==> src/rtl/mem_stage.sv <==
// Data-memory access stage: issues handshaked loads/stores and registers the MEM/WB result.
// Latency 1 cycle for non-memory ops, memory latency + 1 for accesses; holds EX/MEM via stall while busy.
module mem_stage #(
  parameter int DATA_W  = 16,
  parameter int TIMEOUT = 255
) (
  input  logic              clk,
  input  logic              rst,
  input  logic              flush,
  input  logic [DATA_W-1:0] alu_in,
  input  logic [DATA_W-1:0] write_data_in,
  input  logic [DATA_W-1:0] pc_plus_two_in,
  input  logic [7:0]        mem_ctrl_in,
  input  logic [7:0]        wb_ctrl_in,
  output logic              stall,
  output logic              mem_req,
  output logic              mem_wr,
  output logic [DATA_W-1:0] mem_addr,
  output logic [DATA_W-1:0] mem_wdata,
  input  logic [DATA_W-1:0] mem_rdata,
  input  logic              mem_ack,
  output logic [DATA_W-1:0] rd_data_out,
  output logic [DATA_W-1:0] alu_out,
  output logic [DATA_W-1:0] pc_plus_two_out,
  output logic [7:0]        wb_ctrl_out,
  output logic              err
);
  typedef enum logic {IDLE, BUSY} state_t;

  localparam logic [7:0] TIMEOUT_C = 8'(TIMEOUT);

  state_t            state_q;
  logic [7:0]        cnt_q, cnt_d;
  logic              kill_q, req_q, wr_q, err_q;
  logic [DATA_W-1:0] addr_q, wdata_q, rd_q, alu_q, pc_q, snap_pc_q;
  logic [7:0]        wb_q, snap_wb_q;
  logic              mem_op, issue, timeout;
  logic              unused_ctrl;

  assign unused_ctrl = ^mem_ctrl_in[7:2];
  assign mem_op      = mem_ctrl_in[0] | mem_ctrl_in[1];
  assign issue       = (state_q == IDLE) && mem_op && !flush && !alu_in[0];
  assign cnt_d       = cnt_q + 8'd1;
  // cnt_d counts this cycle too, so the request lives at most TIMEOUT busy cycles
  assign timeout     = (state_q == BUSY) && !mem_ack && (cnt_d == TIMEOUT_C);
  assign stall       = rst && (issue || ((state_q == BUSY) && !mem_ack && !timeout));

  always_ff @(posedge clk or negedge rst) begin
    if (!rst) begin
      state_q   <= IDLE;
      cnt_q     <= '0;
      kill_q    <= 1'b0;
      req_q     <= 1'b0;
      wr_q      <= 1'b0;
      err_q     <= 1'b0;
      addr_q    <= '0;
      wdata_q   <= '0;
      rd_q      <= '0;
      alu_q     <= '0;
      pc_q      <= '0;
      wb_q      <= '0;
      snap_pc_q <= '0;
      snap_wb_q <= '0;
    end else begin
      case (state_q)
        IDLE: begin
          if (flush || !mem_op) begin
            alu_q <= alu_in;
            pc_q  <= pc_plus_two_in;
            rd_q  <= '0;
            wb_q  <= flush ? 8'h00 : wb_ctrl_in;
          end else if (alu_in[0]) begin
            alu_q <= '0;
            pc_q  <= '0;
            rd_q  <= '0;
            wb_q  <= '0;
            err_q <= 1'b1;
          end else begin
            req_q     <= 1'b1;
            wr_q      <= mem_ctrl_in[1];
            addr_q    <= alu_in;
            wdata_q   <= write_data_in;
            cnt_q     <= '0;
            kill_q    <= 1'b0;
            snap_pc_q <= pc_plus_two_in;
            snap_wb_q <= wb_ctrl_in;
            alu_q     <= '0;
            pc_q      <= '0;
            rd_q      <= '0;
            wb_q      <= '0;
            state_q   <= BUSY;
          end
        end
        BUSY: begin
          if (mem_ack) begin
            req_q   <= 1'b0;
            wr_q    <= 1'b0;
            addr_q  <= '0;
            wdata_q <= '0;
            kill_q  <= 1'b0;
            rd_q    <= wr_q ? '0 : mem_rdata;
            alu_q   <= addr_q;
            pc_q    <= snap_pc_q;
            // a flush arriving with the ack still squashes the held instruction
            wb_q    <= (kill_q || flush) ? 8'h00 : snap_wb_q;
            state_q <= IDLE;
          end else if (timeout) begin
            req_q   <= 1'b0;
            wr_q    <= 1'b0;
            addr_q  <= '0;
            wdata_q <= '0;
            kill_q  <= 1'b0;
            alu_q   <= '0;
            pc_q    <= '0;
            rd_q    <= '0;
            wb_q    <= '0;
            err_q   <= 1'b1;
            state_q <= IDLE;
          end else begin
            cnt_q <= cnt_d;
            if (flush) kill_q <= 1'b1;
          end
        end
      endcase
    end
  end

  assign mem_req         = req_q;
  assign mem_wr          = wr_q;
  assign mem_addr        = addr_q;
  assign mem_wdata       = wdata_q;
  assign rd_data_out     = rd_q;
  assign alu_out         = alu_q;
  assign pc_plus_two_out = pc_q;
  assign wb_ctrl_out     = wb_q;
  assign err             = err_q;
endmodule

==> config.mk <==
export PLATFORM = sky130hd
export DESIGN_NAME = mem_stage
export DESIGN_NICKNAME = d
export VERILOG_FILES = /design/src/rtl/mem_stage.sv
export SDC_FILE = /design/constraint.sdc
export NUM_CORES = 1
export LEC_CHECK = 0
export CORE_UTILIZATION = 46
export DETAILED_ROUTE_END_ITERATION = 16
export HOLD_SLACK_MARGIN = 0.1
export PLACE_DENSITY_LB_ADDON = 0.08
export SYNTH_ARGS = -nofsm -noshare
export SYNTH_HDL_FRONTEND = slang
export SYNTH_SLANG_ARGS = --single-unit
==> constraint.sdc <==
create_clock -name clk -period 2.5 [get_ports clk]
set_input_delay 0.625 -clock clk [delete_from_list [all_inputs] [get_ports clk]]
set_output_delay 0.625 -clock clk [all_outputs]
set_load 0.02 [all_outputs]
==> run_summary.xml <==
<?xml version="1.0" encoding="UTF-8"?>
<metrics>
  <group name="sta">
    <metric name="worst_skew" unit="ps">6.58</metric>
    <metric name="hold_viol_final" unit="">0</metric>
    <metric name="final-max-slew-violation-count" unit="">0</metric>
    <metric name="timing.final.crit_period" unit="ps">2620</metric>
    <metric name="fin_crit_sh" unit="%">105</metric>
    <metric name="worst_slew_pin_slew" unit="ps">684</metric>
    <metric name="setup_viol" unit="">1</metric>
    <metric name="final.hold.worst_slack" unit="ps">304</metric>
    <metric name="timing.slew.headroom" unit="%">54.4</metric>
    <metric name="grt_setup_unrepaired" unit="">true</metric>
    <metric name="totalNegativeSetupSlack" unit="ps">-120</metric>
    <metric name="clock.fmax" unit="MHz">382</metric>
    <metric name="finalWorstSetupSlack" unit="ps">-120</metric>
  </group>
  <group name="setup_path">
    <metric name="timing.critical_path.fanout_max" unit="">4</metric>
    <metric name="worst_setup_path_startpoint" unit="">cnt_q[1]</metric>
    <metric name="worstSetupEndpoint" unit="">stall</metric>
    <metric name="critPathArrivalTime" unit="ps">2000</metric>
    <metric name="critPathCaptureType" unit="">output pin</metric>
    <metric name="regToRegEndpoint" unit="">alu_out[10]</metric>
    <metric name="worst_ep_required_time" unit="ps">1880</metric>
    <metric name="startpoint_of_the_lowest_slack_register_to_register_path" unit="">cnt_q[1]</metric>
    <metric name="crit_path_class" unit="">register to output pin</metric>
    <metric name="r2r_slack" unit="ps">390</metric>
    <metric name="cp-start-kind" unit="">register</metric>
    <metric name="timing.reg2reg.worst_path_depth" unit="">8</metric>
  </group>
  <group name="synth">
    <metric name="synth_top_cells_by_area" unit="">dfrtp_1, a22o_1, nand2_1</metric>
    <metric name="synthesis.instances" unit="">448</metric>
    <metric name="syn_area" unit="µm²">5200</metric>
    <metric name="ys_dominant_reg_cell" unit="">dfrtp_1</metric>
    <metric name="ys_warn_count" unit="">0</metric>
    <metric name="synth.most_common_cell" unit="">dfrtp_1</metric>
    <metric name="postSynthNetCount" unit="">534</metric>
    <metric name="synth.top_cell.area_share" unit="%">59.7</metric>
    <metric name="post_synth.cell_area_avg" unit="µm²">11.6</metric>
    <metric name="synth.yosys.seq_area_share" unit="%">59.7</metric>
    <metric name="synth-seq-cells" unit="">124</metric>
    <metric name="synth_enable_flop_cells" unit="">0</metric>
    <metric name="synth_cell_types" unit="">49</metric>
    <metric name="synth.cells.most_frequent" unit="">dfrtp_1, nand2_1, a22o_1, and3_1, a221o_1</metric>
    <metric name="synth.largest_area_cell" unit="">dfrtp_1</metric>
    <metric name="synth-async-reset-ratio" unit="%">100</metric>
  </group>
  <group name="placed_design">
    <metric name="placed_cells_incl_taps" unit="">759</metric>
    <metric name="pre_cts_ws" unit="ps">-716</metric>
    <metric name="port_buffers" unit="">168</metric>
    <metric name="place_hpwl" unit="µm">9160</metric>
    <metric name="finalWeightedCongestion" unit="">0.877</metric>
  </group>
  <group name="layout">
    <metric name="layout-drive-gt1-share" unit="%">14.7</metric>
    <metric name="n_antenna_cell" unit="">0</metric>
    <metric name="non_filler_cells_final" unit="">793</metric>
    <metric name="finish.net_count" unit="">726</metric>
    <metric name="final.fill_count" unit="">798</metric>
    <metric name="p_r_area_growth_vs_syn" unit="%">50.7</metric>
    <metric name="final_util" unit="%">71.6</metric>
  </group>
  <group name="clock_tree">
    <metric name="cts_htree_levels" unit="">4</metric>
    <metric name="post_cts_hold_buffer_count" unit="">0</metric>
    <metric name="cts_inserted_buffers" unit="">17</metric>
    <metric name="tritoncts" unit="">yes</metric>
    <metric name="clk_transition_reported_paths" unit="ps">60</metric>
    <metric name="worst_skew_pair_latency" unit="ps">410</metric>
    <metric name="clock_tree.root_cell" unit="">clkbuf_16</metric>
    <metric name="clockBufferDepth" unit="">2</metric>
    <metric name="cts.sinks" unit="">124</metric>
  </group>
  <group name="grt">
    <metric name="grt_first_pass_wirelength" unit="µm">22800</metric>
    <metric name="number_of_global_route_vias_before_repair" unit="">4559</metric>
    <metric name="antenna_found_initial" unit="">0</metric>
    <metric name="global_route_total_usage_across_every_layer" unit="%">25.6</metric>
    <metric name="grt_max_degree" unit="">125</metric>
    <metric name="grt_overflow_total" unit="">0</metric>
  </group>
  <group name="floorplan">
    <metric name="floorplan.rows" unit="">38</metric>
    <metric name="die-area" unit="µm²">11700</metric>
    <metric name="die-width" unit="µm">108</metric>
    <metric name="die_height" unit="µm">108</metric>
    <metric name="ios" unit="">176</metric>
    <metric name="initial_core_util" unit="%">47.5</metric>
    <metric name="design.core.area" unit="µm²">10900</metric>
  </group>
  <group name="detailed_routing">
    <metric name="drt-wirelength-per-cell" unit="µm">18.0</metric>
    <metric name="first_iter_violations" unit="">254</metric>
    <metric name="dr.pass1.iters" unit="">4</metric>
    <metric name="totalWireLength" unit="µm">14200</metric>
    <metric name="drt_drc_violations_left" unit="">0</metric>
    <metric name="detailed_route_vias_per_instance" unit="">5.54</metric>
    <metric name="routed-via-count" unit="">4395</metric>
    <metric name="final_antenna_net_count" unit="">0</metric>
  </group>
  <group name="job">
    <metric name="max_cap_viol_count" unit="">0</metric>
  </group>
  <group name="power">
    <metric name="p_int" unit="mW">5.19</metric>
    <metric name="pwr_density_cell" unit="nW/µm²">961</metric>
    <metric name="share_clk_of_total_power" unit="%">30.5</metric>
    <metric name="irDropWorstVdd" unit="µV">745</metric>
    <metric name="swShare" unit="%">31.0</metric>
    <metric name="netSwitchingPower" unit="mW">2.34</metric>
    <metric name="power.sequential.fraction" unit="%">37.2</metric>
    <metric name="total_leakage_power" unit="nW">3.65</metric>
    <metric name="p_comb_share" unit="%">32.3</metric>
  </group>
  <group name="outcome">
    <metric name="status" unit="">finished with violations</metric>
    <metric name="violated_checks" unit="">negative setup slack</metric>
  </group>
  <group name="worst_hold_path">
    <metric name="hold_path_class" unit="">input port to async pin</metric>
  </group>
</metrics>
==> worst min path at each step <==
stage | from | end | slack [ps] | depth (start not counted)
after floorplan | rst | alu_out[0] | 330 | 0
after global placement | snap_pc_q[12] | snap_pc_q[12] | 450 | 2
after detailed placement | snap_pc_q[6] | snap_pc_q[6] | 460 | 2
after CTS | rst | rd_data_out[10] | 370 | 2
after global routing | rst | rd_data_out[13] | 380 | 2
final | rst | rd_data_out[13] | 300 | 2
==> state kept, by name, indices dropped and copies added (netlist names) <==
signal           count
err                  1
mem_wr               1
rd_data_out         16
alu_out             16
snap_wb_q            8
cnt_q                8
snap_pc_q           16
mem_req              1
mem_addr            15
pc_plus_two_out     16
state_q              1
mem_wdata           16
wb_ctrl_out          8
kill_q               1
==> metrics by stage <==
step	total power, mW	cell area, µm²
after floorplan	4.00	5210
after global placement	5.15	7230
after detailed placement	5.22	7230
after CTS	7.55	7810
after global routing	7.88	7830
final	7.52	7830
==> cell type report <==
type,instances,area [µm²],area share (%)
inverter,10,37.5,0.479
clock inverter,7,62.6,0.799
multi-input combinational,278,1890,24.1
tap,140,175,2.24
clock buffer,25,495,6.33
sequential,124,3100,39.6
timing repair buffer,209,2070,26.4
==> layout by cell type, fill, tap and decap left out, drive strengths merged, types with 2 or more instances in the layout <==
cell type / synthesis / final
clkdlybuf4s50: 0 / 165
dfrtp: 124 / 124
nand2: 84 / 84
a22o: 48 / 48
buf: 14 / 43
and3: 32 / 32
a221o: 31 / 31
clkbuf: 22 / 25
o21ai: 13 / 13
inv: 10 / 10
a22oi: 9 / 9
clkinv: 0 / 5
nor2: 5 / 5
nand3: 5 / 5
nand2b: 4 / 4
nand4: 4 / 4
o211ai: 4 / 4
nor2b: 3 / 3
or3: 3 / 3
nor3: 3 / 3
and2: 3 / 3
or4: 2 / 2
a21o: 2 / 2
and4: 2 / 2
a21boi: 2 / 2
nor4: 2 / 2
a21oi: 2 / 2
ha: 2 / 2
==> critical path, cell delays in order (launching register included) <==
cell and delay (ps):
dfrtp_2 440, ha_4 190, nand3_2 70, o41ai_1 70, or3_1 390, and2_4 160
a21boi_4 150, buf_6 130
==> power groups by stage <==
stage	combinational, mW	sequential (mW)	clock (mW)
2_1_floorplan	0.835	3.17	0
3_3_place_gp	2.38	2.78	0
3_5_place_dp	2.41	2.80	0
4_1_cts	2.44	2.79	2.33
5_1_grt	2.61	2.85	2.41
6_report	2.43	2.80	2.30
==> cell families after synthesis <==
| group | Yosys count | share of synthesized area (%) |
|---|---|---|
| AND/OR/NAND/NOR | 155 | 14.7 |
| flip-flops | 124 | 59.7 |
| AO/OA/AOI/OAI | 118 | 19.9 |
| buffers and inverters | 46 | 4.77 |
| XOR/XNOR | 2 | 0.337 |
| adder cells (fa/ha/maj) | 2 | 0.482 |
| other | 1 | 0.0722 |
==> per-layer routing <==
layer  vias up  GRT usage, %  wire, µm
met4         0          10.4       221
met3        20          6.57      1010
li1       2031             -         -
met5         -             0         0
met1      2176          33.0      6170
met2       168          41.4      6830
==> repair_timing <==
action,CTS,global route
resized for setup,9,6
pin swaps,2,8
buffers inserted,1,1
hold endpoints to repair,0,0
endpoints found under the setup margin,1,1
Power figures use the tool's default switching activity.
